`config.mk`:
```
export PLATFORM = sky130hd
export DESIGN_NAME = sdram_arbiter
export DESIGN_NICKNAME = d
export VERILOG_FILES = /design/src/rtl/sdram_arb_pkg.sv /design/src/rtl/sdram_arbiter_rr_pick.sv /design/src/rtl/sdram_arbiter.sv
export SDC_FILE = /design/constraint.sdc
export NUM_CORES = 1
export LEC_CHECK = 0
export ABC_AREA = 1
export BUFFER_PORTS_ARGS = -buffer_cell sky130_fd_sc_hd__clkbuf_2
export CAP_MARGIN = 20
export CORE_ASPECT_RATIO = 1.5
export CORE_MARGIN = 5
export CORE_UTILIZATION = 30
export CTS_BUF_LIST = sky130_fd_sc_hd__clkbuf_4
export DETAILED_ROUTE_END_ITERATION = 10
export PLACE_DENSITY = 0.68
export SLEW_MARGIN = 10
export SYNTH_ARGS = -nofsm -noshare
export SYNTH_HDL_FRONTEND = slang
export SYNTH_SLANG_ARGS = --single-unit
```
`constraint.sdc`:
```
create_clock -name clk -period 4.4 [get_ports clk]
set_input_delay 0.44 -clock clk [delete_from_list [all_inputs] [get_ports clk]]
set_output_delay 0.44 -clock clk [all_outputs]
set_load 0.02 [all_outputs]
```
`src/rtl/sdram_arb_pkg.sv`:
```
// rtl/sdram_arb_pkg.sv - shared types and constants for the sdram request arbiter
package sdram_arb_pkg;

    typedef enum logic [1:0] {
        IDLE       = 2'd0,
        WAIT_ACK   = 2'd1,
        WAIT_VALID = 2'd2
    } arb_state_t;

    // Sized for the largest supported port count (8) so owner fields never change width.
    localparam int OWNER_WIDTH = 3;

endpackage

```
`src/rtl/sdram_arbiter_rr_pick.sv`:
```
// rtl/sdram_arbiter_rr_pick.sv - round-robin selector over ports 1..NUM_PORTS-1
module rr_pick
    import sdram_arb_pkg::*;
#(
    parameter int NUM_PORTS = 4
) (
    input  logic [NUM_PORTS-1:0]   req_mask,
    input  logic [OWNER_WIDTH-1:0] last_grant,
    output logic [OWNER_WIDTH-1:0] winner,
    output logic                   any
);

    logic [NUM_PORTS-1:0] shifted;
    int                   cand;

    // Walk the ring 1..N-1 starting just after last_grant; bit 0 is never considered here.
    always_comb begin
        winner  = '0;
        any     = 1'b0;
        shifted = '0;
        cand    = 0;
        for (int k = 0; k < NUM_PORTS - 1; k++) begin
            cand    = ((int'(last_grant) + k) % (NUM_PORTS - 1)) + 1;
            shifted = req_mask >> cand;
            if (!any && shifted[0]) begin
                any    = 1'b1;
                winner = cand[OWNER_WIDTH-1:0];
            end
        end
    end

endmodule

```
`src/rtl/sdram_arbiter.sv`:
```
// rtl/sdram_arbiter.sv - shares one sdram controller port among NUM_PORTS requesters
module sdram_arbiter
    import sdram_arb_pkg::*;
#(
    parameter int NUM_PORTS  = 4,
    parameter int ADDR_WIDTH = 23,
    parameter int DATA_WIDTH = 32,
    parameter int TIMEOUT    = 64
) (
    input  logic                            clk,
    input  logic                            reset,
    input  logic [NUM_PORTS-1:0]            port_req,
    input  logic [NUM_PORTS-1:0]            port_we,
    input  logic [NUM_PORTS*ADDR_WIDTH-1:0] port_addr,
    input  logic [NUM_PORTS*DATA_WIDTH-1:0] port_data,
    output logic [NUM_PORTS-1:0]            port_ack,
    output logic [NUM_PORTS-1:0]            port_valid,
    output logic [DATA_WIDTH-1:0]           port_q,
    output logic [ADDR_WIDTH-1:0]           sdram_addr,
    output logic [DATA_WIDTH-1:0]           sdram_data,
    output logic                            sdram_we,
    output logic                            sdram_req,
    input  logic                            sdram_ack,
    input  logic                            sdram_valid,
    input  logic [DATA_WIDTH-1:0]           sdram_q,
    output logic                            busy,
    output logic                            timeout
);

    localparam int CNT_W = (TIMEOUT > 1) ? $clog2(TIMEOUT) : 1;

    arb_state_t             state_q, state_d;
    logic [OWNER_WIDTH-1:0] owner_q, owner_d;
    logic [OWNER_WIDTH-1:0] last_grant_q, last_grant_d;
    logic [CNT_W-1:0]       cnt_q, cnt_d;
    logic [ADDR_WIDTH-1:0]  addr_q, addr_d;
    logic [DATA_WIDTH-1:0]  data_q, data_d;
    logic                   we_q, we_d;
    logic                   timeout_q, timeout_d;

    logic [OWNER_WIDTH-1:0] rr_winner;
    logic                   rr_any;
    logic [OWNER_WIDTH-1:0] grant_idx;
    logic [NUM_PORTS-1:0]   owner_oh;

    rr_pick #(.NUM_PORTS(NUM_PORTS)) u_rr_pick (
        .req_mask   (port_req),
        .last_grant (last_grant_q),
        .winner     (rr_winner),
        .any        (rr_any)
    );

    assign grant_idx = port_req[0] ? '0 : rr_winner;
    assign owner_oh  = NUM_PORTS'(1) << owner_q;

    always_comb begin
        state_d      = state_q;
        owner_d      = owner_q;
        last_grant_d = last_grant_q;
        cnt_d        = cnt_q;
        addr_d       = addr_q;
        data_d       = data_q;
        we_d         = we_q;
        timeout_d    = 1'b0;
        case (state_q)
            IDLE: begin
                if (port_req[0] || rr_any) begin
                    owner_d = grant_idx;
                    addr_d  = ADDR_WIDTH'(port_addr >> (int'(grant_idx) * ADDR_WIDTH));
                    data_d  = DATA_WIDTH'(port_data >> (int'(grant_idx) * DATA_WIDTH));
                    we_d    = 1'(port_we >> grant_idx);
                    state_d = WAIT_ACK;
                end
            end
            WAIT_ACK: begin
                if (sdram_ack) begin
                    // Port 0 bypasses the ring, so it must not disturb the rotation.
                    if (owner_q != '0) begin
                        last_grant_d = owner_q;
                    end
                    cnt_d   = '0;
                    state_d = we_q ? IDLE : WAIT_VALID;
                end
            end
            WAIT_VALID: begin
                if (sdram_valid) begin
                    state_d = IDLE;
                end else if (cnt_q == CNT_W'(TIMEOUT - 1)) begin
                    state_d   = IDLE;
                    timeout_d = 1'b1;
                end else begin
                    cnt_d = cnt_q + CNT_W'(1);
                end
            end
            default: state_d = IDLE;
        endcase
    end

    always_ff @(posedge clk or posedge reset) begin
        if (reset) begin
            state_q      <= IDLE;
            owner_q      <= '0;
            last_grant_q <= OWNER_WIDTH'(NUM_PORTS - 1);
            cnt_q        <= '0;
            addr_q       <= '0;
            data_q       <= '0;
            we_q         <= 1'b0;
            timeout_q    <= 1'b0;
        end else begin
            state_q      <= state_d;
            owner_q      <= owner_d;
            last_grant_q <= last_grant_d;
            cnt_q        <= cnt_d;
            addr_q       <= addr_d;
            data_q       <= data_d;
            we_q         <= we_d;
            timeout_q    <= timeout_d;
        end
    end

    assign sdram_req  = (state_q == WAIT_ACK);
    assign busy       = (state_q != IDLE);
    assign sdram_addr = addr_q;
    assign sdram_data = data_q;
    assign sdram_we   = we_q;
    assign timeout    = timeout_q;
    assign port_q     = sdram_q;
    assign port_ack   = (state_q == WAIT_ACK   && sdram_ack)   ? owner_oh : '0;
    assign port_valid = (state_q == WAIT_VALID && sdram_valid) ? owner_oh : '0;

endmodule

```
==> impl_metrics.yaml <==
die:
  dieWidth_um: 137.3
  initial_core_util_pct: 30.18
  core_area_mm2: 0.02417
  fp.dieArea_mm2: 0.02760
  pin_count: 363
  die_y_um: 201.0
  row_count: 70
sta:
  rsz0062_at_grt: "yes"
  max_freq_mhz: 226.0
  worst_slew_pin_slew_ns: 0.7730
  setup_slack_ns: -0.02481
  hold_viol: 0
  slew_viol_final: 0
  period_minus_slack_ns: 4.425
  relSlewSlack_pct: 48.40
  setup_viol: 5
  finalClockSkew_ns: 0.01801
  min_period_over_period_pct: 100.6
synthesis:
  ys_ff_latch: 71
  synth_top_area_share_pct: 23.67
  synth_nets: 1540
  synth_area_leaders: "dfrtp_1, nand2_1, nand3_1"
  yosysUniqueCellTypes: 42
  ys_seq_area_share_pct: 24.39
  synth_area_per_cell_um2: 5.827
  yosys.area.top_type: "dfrtp_1"
  syn_area_mm2: 0.007296
  ys_warn_count: 0
  synthesis.instances: 1252
drt:
  drc_errors: 0
  drt_iter0_drc: 341
  ant_nets: 0
  route.vias.total: 9136
  wire_per_inst_um: 15.11
  wirelength_mm: 29.55
  viasPerCell: 4.671
  drtPass1Iterations: 7
layout:
  final_nets: 1913
  drive_above_1_share_pct: 37.42
  area_delta_synth_final_pct: 50.63
hold_path:
  min_path_type: "primary input to async pin"
clocking:
  clkTransAtPathRegs_ns: 0.13
  cts-hold-fix-buffers: 0
  numClockSinks: 71
  insertion_delay_ns: 0.44
  cts_tree: "yes"
  htreeDepth: 3
  cts_buffers: 9
  cts_buffer_depth: 2
  cts-root-buf: "clkbuf_4"
critical_path:
  cp-end-kind: "register"
  critical_path_arrival_ns: 4.77
  critPathMaxFanout: 16
  worstPathRequired_ns: 4.74
  path_delay_family: "simple AND/OR/NAND/NOR gates"
  crit_type: "register to register"
  crit_top_cell: "ha_4"
  cp_slowest_cell: "dfstp_2"
  cp_num_buf_inv: 7
  start_kind: "register"
  crit_path_max_incr_delay_ns: 0.59
placement:
  place.gp.congestion: 0.9415
  dp_slack_ns: -0.4058
  io_buffers: 298
  dp_hpwl_mm: 21.88
grt:
  first_global_vias: 9101
  grt_pass1_wl_mm: 44.53
  gr-total-overflow: 0
  grt_usage_pct: 20.35
  antenna_found_initial: 3
  grt_max_degree: 41
run:
  drv_cap: 0
run_status:
  status: "finished, violations left"
  violations: "negative setup slack"
## registers in the layout (all words and copies together) (netlist names)
name	cells
sdram_data	32
sdram_addr	23
cnt_q	6
last_grant_q	3
owner_q	3
state_q	2
sdram_we	1
timeout	1
## metrics by stage
| step | hold slack (ns) | TNS, ns | cell area, µm² | cells | util (%) |
|---|---|---|---|---|---|
| 2_1_floorplan | 0.4635 | 0 | 7318 | 1252 | - |
| 3_3_place_gp | 0.4620 | -7.920 | 9623 | 1889 | 39.81 |
| 3_5_place_dp | 0.4648 | -16.93 | 9623 | 1889 | 39.81 |
| 4_1_cts | 0.05831 | 0 | 10400 | 1935 | 43.03 |
| 5_1_grt | 0.08916 | -14.13 | 10990 | 1955 | 45.45 |
| 6_report | 0.08255 | -0.03700 | 10990 | 1956 | 45.46 |
## worst reg2reg max path: cells and delay by family (launching register included)
kind / cells / cell delay, ns
AO/OA/AOI/OAI: 1 / 0.11
adder cells (fa/ha/maj): 5 / 0.99
buffers and inverters: 7 / 0.77
flip-flops: 1 / 0.59
AND/OR/NAND/NOR: 17 / 1.90
## area by class of cell
| cell class | count | area, µm² |
|---|---|---|
| fill | 2515 | 13180 |
| multi-input combinational | 838 | 4622 |
| timing repair buffer | 442 | 2963 |
| sequential | 71 | 1779 |
| inverter | 263 | 1007 |
| tap | 324 | 405.4 |
| clock inverter | 6 | 132.6 |
| clock buffer | 10 | 75.07 |
| antenna | 2 | 5.005 |
## logic make-up (layout without fill, tap and decap cells)
logic type      Yosys count  in the layout  synth area share [%]
simple gates            761            762                 47.09
flops                    71             71                 24.39
other cells               0              2                     0
buf+inv                 344            721                 20.17
compound gates           46             46                 3.516
xor+xnor                  6              6                0.7203
fa+ha+maj                24             24                 4.116
## cell usage in the layout, fill, tap and decap left out, types with 13 or more instances in the layout
cell type | Yosys | routed
clkbuf_2 | 0 | 298
nor2_1 | 40 | 36
inv_2 | 10 | 15
nand3_1 | 242 | 205
o21ai_0 | 21 | 20
nand2_2 | 9 | 31
or2_1 | 18 | 17
nand3_2 | 5 | 38
buf_6 | 1 | 14
buf_12 | 0 | 17
buf_4 | 40 | 106
nor2_4 | 4 | 13
inv_1 | 252 | 241
nand2_1 | 401 | 373
dfrtp_1 | 69 | 69
## synthesized netlist by cell type (all sizes together)
cell,count
and2,2
o22ai,2
nor3,5
dfstp,2
xor2,5
nand2,413
and3,1
clkbuf,22
a211oi,1
o2111ai,1
o21ai,25
clkinv,1
dfrtp,69
a31oi,1
nor3b,1
nand3b,4
o221ai,1
a21oi,13
o21bai,1
buf,59
nor2,51
nand4,7
nand3,249
or2,28
xnor2,1
ha,24
inv,262
o21a,1
## layer usage
metal  track usage (%)  part of all wire, %  vias up
li1                  -                    -     4542
met2             35.84                   51      310
met1             22.80                   37     4198
met5                 0                0.091        -
met3             4.162                  6.1       82
met4             10.20                  4.8        4
## final timing paths
check                                             from                          to  slack [ns]  depth (start not counted)
setup / recovery           last_grant_q[1]$_DFFE_PP1P_  sdram_addr[13]$_DFFE_PP0P_       -0.02                         30
hold / removal                                   reset  sdram_addr[21]$_DFFE_PP0P_        0.08                          2
setup reg to reg           last_grant_q[1]$_DFFE_PP1P_  sdram_addr[13]$_DFFE_PP0P_       -0.02                         30
hold reg to reg             sdram_data[21]$_DFFE_PP0P_  sdram_data[21]$_DFFE_PP0P_        0.49                          2
max in group asynchronous                        reset   sdram_addr[4]$_DFFE_PP0P_        3.40                          3
min in group clk                           sdram_valid           timeout$_DFF_PP0_        0.18                          2
## what timing repair did
| action | CTS | global route |
|---|---|---|
| endpoints found under the hold margin | 0 | 0 |
| cloned | 6 | 3 |
| setup buffers | 26 | 19 |
| resized for setup | 54 | 105 |
| setup endpoints to repair | 59 | 60 |
| pin swaps | 21 | 34 |
Power is left out: the tool's default activity adds up to more than one toggle a clock period on the data nets, which glitch-free logic cannot reach.
